**src/rtl/systolic_array_ctrl.sv**
```systemverilog
// systolic_array_ctrl: sequencer for one output-stationary systolic array tile.
// Runs each job as clear -> feed K operand beats (with stall) -> flush skew -> drain columns -> done.
// Optional feature macro SA_CTRL_PERF_EN adds per-job cycle and stall counters (o_perf_cycles, o_perf_stalls).
module systolic_array_ctrl #(
  parameter int S_WIDTH  = 2,
  parameter int S_HEIGHT = 2,
  parameter int K_WIDTH  = 8
) (
  input  logic                                           i_clk,
  input  logic                                           i_nrst,
  input  logic                                           i_start,
  input  logic [K_WIDTH-1:0]                             i_k_len,
  input  logic                                           i_opnd_valid,
  output logic                                           o_ready,
  output logic                                           o_opnd_rd,
  output logic                                           o_feed_zero,
  output logic                                           o_reg_clear,
  output logic                                           o_pe_en,
  output logic                                           o_psum_out_en,
  output logic                                           o_ofmap_valid,
  output logic [((S_WIDTH > 1) ? $clog2(S_WIDTH) : 1)-1:0] o_drain_col,
  output logic                                           o_done
`ifdef SA_CTRL_PERF_EN
  , output logic [31:0]                                  o_perf_cycles
  , output logic [31:0]                                  o_perf_stalls
`endif
);

  localparam int COL_W      = (S_WIDTH > 1) ? $clog2(S_WIDTH) : 1;
  localparam int FLUSH_LEN  = S_WIDTH + S_HEIGHT - 2;
  localparam int FL_W       = $clog2(S_WIDTH + S_HEIGHT + 1);
  localparam logic [FL_W-1:0]  FLUSH_LAST = FL_W'((FLUSH_LEN > 0) ? FLUSH_LEN - 1 : 0);
  localparam logic [COL_W-1:0] COL_LAST   = COL_W'(S_WIDTH - 1);

  typedef enum logic [2:0] {
    ST_IDLE, ST_CLEAR, ST_FEED, ST_FLUSH, ST_DRAIN, ST_DONE
  } state_e;

  state_e             state_q, state_d;
  logic [K_WIDTH-1:0] k_q, k_d;
  logic [K_WIDTH-1:0] beat_q, beat_d;
  logic [FL_W-1:0]    flush_q, flush_d;
  logic [COL_W-1:0]   col_q, col_d;
  logic               accept;

  assign accept = (state_q == ST_IDLE) && i_start;

  // State and counter registers; reset aborts any job in flight
  always_ff @(posedge i_clk or negedge i_nrst) begin
    if (!i_nrst) begin
      state_q <= ST_IDLE;
      k_q     <= '0;
      beat_q  <= '0;
      flush_q <= '0;
      col_q   <= '0;
    end else begin
      state_q <= state_d;
      k_q     <= k_d;
      beat_q  <= beat_d;
      flush_q <= flush_d;
      col_q   <= col_d;
    end
  end

  // Next-state logic; K is latched at start so later i_k_len changes are harmless
  always_comb begin
    state_d = state_q;
    k_d     = k_q;
    beat_d  = beat_q;
    flush_d = flush_q;
    col_d   = col_q;
    case (state_q)
      ST_IDLE: begin
        if (i_start) begin
          k_d     = i_k_len;
          beat_d  = '0;
          state_d = (i_k_len == '0) ? ST_DONE : ST_CLEAR;
        end
      end
      ST_CLEAR: begin
        beat_d  = '0;
        state_d = ST_FEED;
      end
      ST_FEED: begin
        if (i_opnd_valid) begin
          if (beat_q == k_q - K_WIDTH'(1)) begin
            beat_d  = '0;
            flush_d = '0;
            col_d   = '0;
            state_d = (FLUSH_LEN == 0) ? ST_DRAIN : ST_FLUSH;
          end else begin
            beat_d = beat_q + K_WIDTH'(1);
          end
        end
      end
      ST_FLUSH: begin
        if (flush_q == FLUSH_LAST) begin
          flush_d = '0;
          col_d   = '0;
          state_d = ST_DRAIN;
        end else begin
          flush_d = flush_q + FL_W'(1);
        end
      end
      ST_DRAIN: begin
        if (col_q == COL_LAST) begin
          col_d   = '0;
          state_d = ST_DONE;
        end else begin
          col_d = col_q + COL_W'(1);
        end
      end
      ST_DONE: begin
        state_d = ST_IDLE;
      end
      default: begin
        state_d = ST_IDLE;
      end
    endcase
  end

  // Moore output decode; only the FEED pop/enable look at i_opnd_valid
  always_comb begin
    o_ready       = (state_q == ST_IDLE);
    o_reg_clear   = (state_q == ST_CLEAR);
    o_opnd_rd     = (state_q == ST_FEED) && i_opnd_valid;
    o_pe_en       = ((state_q == ST_FEED) && i_opnd_valid) || (state_q == ST_FLUSH);
    o_feed_zero   = (state_q == ST_FLUSH);
    o_psum_out_en = (state_q == ST_DRAIN);
    o_ofmap_valid = (state_q == ST_DRAIN);
    o_drain_col   = (state_q == ST_DRAIN) ? col_q : '0;
    o_done        = (state_q == ST_DONE);
  end

`ifdef SA_CTRL_PERF_EN
  logic [31:0] run_q, run_d;
  logic [31:0] stall_q, stall_d;
  logic [31:0] perf_cycles_q, perf_cycles_d;
  logic [31:0] perf_stalls_q, perf_stalls_d;

  // Count busy and stall cycles of the running job, publish both when it finishes
  always_comb begin
    run_d         = run_q;
    stall_d       = stall_q;
    perf_cycles_d = perf_cycles_q;
    perf_stalls_d = perf_stalls_q;
    if (accept) begin
      run_d   = '0;
      stall_d = '0;
    end else if (state_q != ST_IDLE) begin
      run_d = (run_q == 32'hFFFF_FFFF) ? run_q : run_q + 32'd1;
      if ((state_q == ST_FEED) && !i_opnd_valid) begin
        stall_d = (stall_q == 32'hFFFF_FFFF) ? stall_q : stall_q + 32'd1;
      end
    end
    if (state_q == ST_DONE) begin
      perf_cycles_d = (run_q == 32'hFFFF_FFFF) ? run_q : run_q + 32'd1;
      perf_stalls_d = stall_q;
    end
  end

  // Performance counter registers
  always_ff @(posedge i_clk or negedge i_nrst) begin
    if (!i_nrst) begin
      run_q         <= '0;
      stall_q       <= '0;
      perf_cycles_q <= '0;
      perf_stalls_q <= '0;
    end else begin
      run_q         <= run_d;
      stall_q       <= stall_d;
      perf_cycles_q <= perf_cycles_d;
      perf_stalls_q <= perf_stalls_d;
    end
  end

  assign o_perf_cycles = perf_cycles_q;
  assign o_perf_stalls = perf_stalls_q;
`endif

endmodule

```
**config.mk**
```make
export PLATFORM = sky130hd
export DESIGN_NAME = systolic_array_ctrl
export DESIGN_NICKNAME = d
export VERILOG_FILES = /design/src/rtl/systolic_array_ctrl.sv
export SDC_FILE = /design/constraint.sdc
export NUM_CORES = 1
export LEC_CHECK = 0
export BUFFER_PORTS_ARGS = -buffer_cell sky130_fd_sc_hd__clkbuf_2
export CAP_MARGIN = 40
export CORE_ASPECT_RATIO = 1.4
export CORE_MARGIN = 5
export CORE_UTILIZATION = 49
export DETAILED_ROUTE_END_ITERATION = 6
export PLACE_DENSITY = 0.67
export SLEW_MARGIN = 10
export SYNTH_ARGS = -nofsm -noshare
export SYNTH_HDL_FRONTEND = slang
export SYNTH_SLANG_ARGS = --single-unit
```
**constraint.sdc**
```tcl
create_clock -name i_clk -period 3 [get_ports i_clk]
set_input_delay 0.9 -clock i_clk [delete_from_list [all_inputs] [get_ports i_clk]]
set_output_delay 0.9 -clock i_clk [all_outputs]
set_load 0.02 [all_outputs]
```
==> summary.txt <==
Status
  – Status: finished clean

Place
  – Dpl hpwl: ~2300 um
  – Routability cong.: around 0.77
  – Placed Cells: 201
  – I/O Buffers: 20
  – Post-DP Area: roughly 1600 um^2

Synthesis
  – Synth Instances: around 150
  – Post-synth EDFFs: 0
  – Register bit total from synthesis: 23
  – Share of flip-flops with an asynchronous set or reset: 100%
  – Leading cell type by number of instances after synthesis: dfrtp_1
  – Area leader, netlist: dfrtp_1
  – Post-synth top cells: dfrtp_1 (23), nand2_1 (12), nor2_1 (12), mux2_2 (7), o21ai_0 (7)
  – Top post-synthesis cells by area: dfrtp_1 (40%), mux2_2 (5.5%), xnor2_1 (3.6%)
  – Mapped Area: 1440 um^2
  – Avg Cell Area, Syn: about 9.5 um^2
  – Syn nets: 166
  – Yosys top cell area share: roughly 40%
  – Ys flop type: dfrtp_1
  – Sequential area share after synthesis: 39.9%
  – Cell variety after synth: between 40 and 50
  – Yosys warning count: 0

Critical path
  – Data arrival, critical path: approximately 2700 ps
  – Setup Crit Path Kind: flip-flop to flip-flop
  – CP required: ~3200 ps
  – Startpoint Class: flip-flop
  – Critical path fanouts, max: 12
  – Critical path endpoint category: flip-flop

GRT
  – Largest net degree at the start of global routing: 24
  – Overall routing resource usage: between 15 and 20%
  – Wire length of the first global-routing pass: ~5400 um
  – Vias in the first global route: around 1.3k
  – Initial antenna violation count: 0
  – Total gr overflow: 0

Layout
  – Post-Layout Cell Count: approximately 210
  – Storage cell area: roughly 580 um^2
  – Design area: approximately 1600 um^2
  – Core Util, Final: approximately 56%
  – Area growth syn-to-layout: 10.6%
  – Diodes inserted: 0
  – Share of cells above drive strength 1: between 20% and 30%
  – Area of the multi-input gates: 798 um^2
  – Nets: 183
  – Fill count: 254

CTS
  – Root Driver: clkbuf_8
  – Post-cts resize count: 0
  – Hold buffer count at cts: 0
  – Total setup buffers inserted after CTS: 0
  – H-tree depth: 1
  – Clock transition at path regs: approximately 80 ps
  – Cts bufs inserted: 3
  – Bufs on Longest Clock Path: 2
  – TritonCTS clock tree: done
  – Worst-skew pair later-pin latency: 260 ps
  – Clock Sinks: 23

Drt
  – Routed wire length per instance: 14.4 um
  – Final ANT Viol Nets: 0
  – Via count: ~1.2k
  – Drt pass-1 iters: 4
  – DR DRC count: 0
  – Initial DRC count: 14
  – DRT Wirelength: between 2000 and 3000 um
  – Via-to-Cell Ratio: 5.66

STA
  – Fmax: between 300 and 400 MHz
  – Rel. slew slack: roughly three fifths
  – Skew final: ~2.3 ps
  – Final Setup Violations: 0
  – Final hold violations: 0
  – Hold Slack: approximately 500 ps
  – Period Utilization, post-route: a little over four fifths
  – RSZ-0062 raised after global routing: false
  – Fin. max-slew vios: 0
  – Total negative slack: 0 ps
  – Min cycle time layout: between 2000 and 3000 ps
  – Slew @ Worst Pin: roughly 590 ps

Floorplanning
  – Core Area: 2850 um^2
  – Top-Level Pins: 21
  – DIE WIDTH: about 56 um
  – Initial Util: 50.6%
  – Rows: 23
  – Die ar.: approximately 4100 um^2
  – Die span in y: between 70 and 80 um

Power
  – VDD IR max: 0.593 mV
  – P_leak: a little over 0.7 nW
  – Power per Cell Area: between 900 and 1000 nW/um^2

Worst hold path
  – Min-Delay Path Class: flip-flop to flip-flop

Job
  – MaxCap Viol Count: 0
==> layout make-up <==
type,instances,share of cell area [%]
clock buffers,4,2.82
inverters,6,1.41
multi-input cells,114,50.0
flip-flops and latches,23,36.1
well taps,37,2.90
repair buffers,21,6.75
==> registers in the layout, indices dropped and copies added, names as in the netlist <==
| register | flops |
|---|---|
| k_q | 8 |
| beat_q | 8 |
| col_q | 1 |
| state_q | 3 |
| flush_q | 3 |
==> stage by stage <==
stage	setup WS (ps)	power, mW
3_5_place_dp	485	1.28
3_3_place_gp	547	1.25
5_1_grt	277	1.59
4_1_cts	474	1.47
2_1_floorplan	545	1.11
6_report	497	1.45
==> per-layer routing <==
metal  vias up  wire [um]  global-route usage [%]
met4         0         19                    3.96
met1       564       1250                    17.9
li1        581          -                       -
met2        13       1620                    32.4
met3         2         65                    1.56
met5         -          0                       0
==> power breakdown <==
group          leakage, nW  total (mW)  switching [mW]  internal, mW
clock network       0.0228       0.189          0.0945        0.0945
registers            0.296       0.559           0.151         0.407
logic                0.399       0.707           0.375         0.332
==> critical path, stage by stage, from the launching register on <==
cell      delay (ps)
dfrtp_1          420
inv_1            100
ha_1             180
nor3b_1          420
and3_1           230
o211ai_1          90
a211o_1          440
or2_1            280
a31o_2           240
==> worst paths after layout <==
check,start,to,slack (ps),cells after the start
worst max-delay path,k_q[0],flush_q[2],500,8
worst min-delay path,col_q,col_q,500,1
worst max register to register,k_q[0],flush_q[2],500,8
worst min register to register,col_q,col_q,500,1
max in group asynchronous,i_nrst,beat_q[7],1990,1
min in group asynchronous,i_nrst,k_q[2],630,1
==> cells by family (layout without fill, tap and decap cells) <==
logic type,count (synthesis),count (layout),synth area share [%]
DFF,23,23,39.9
and+or+nand+nor,60,60,23.9
adders and majority gates,2,2,1.73
AOI/OAI and AO/OA,35,35,18.0
muxes,8,8,6.16
buffers and inverters,15,31,4.77
xor gates and xnor gates,9,9,5.46
==> placed cells by master, fill, tap and decap left out, drive strengths merged, types with 6 or more instances in the layout <==
cell type / synthesis / layout
clkbuf: 6 / 24
dfrtp: 23 / 23
nand2: 12 / 12
nor2: 12 / 12
o21ai: 7 / 7
mux2: 7 / 7
inv: 6 / 6
xnor2: 6 / 6
nor3b: 6 / 6
a31o: 6 / 6
Power figures use the tool's default switching activity.
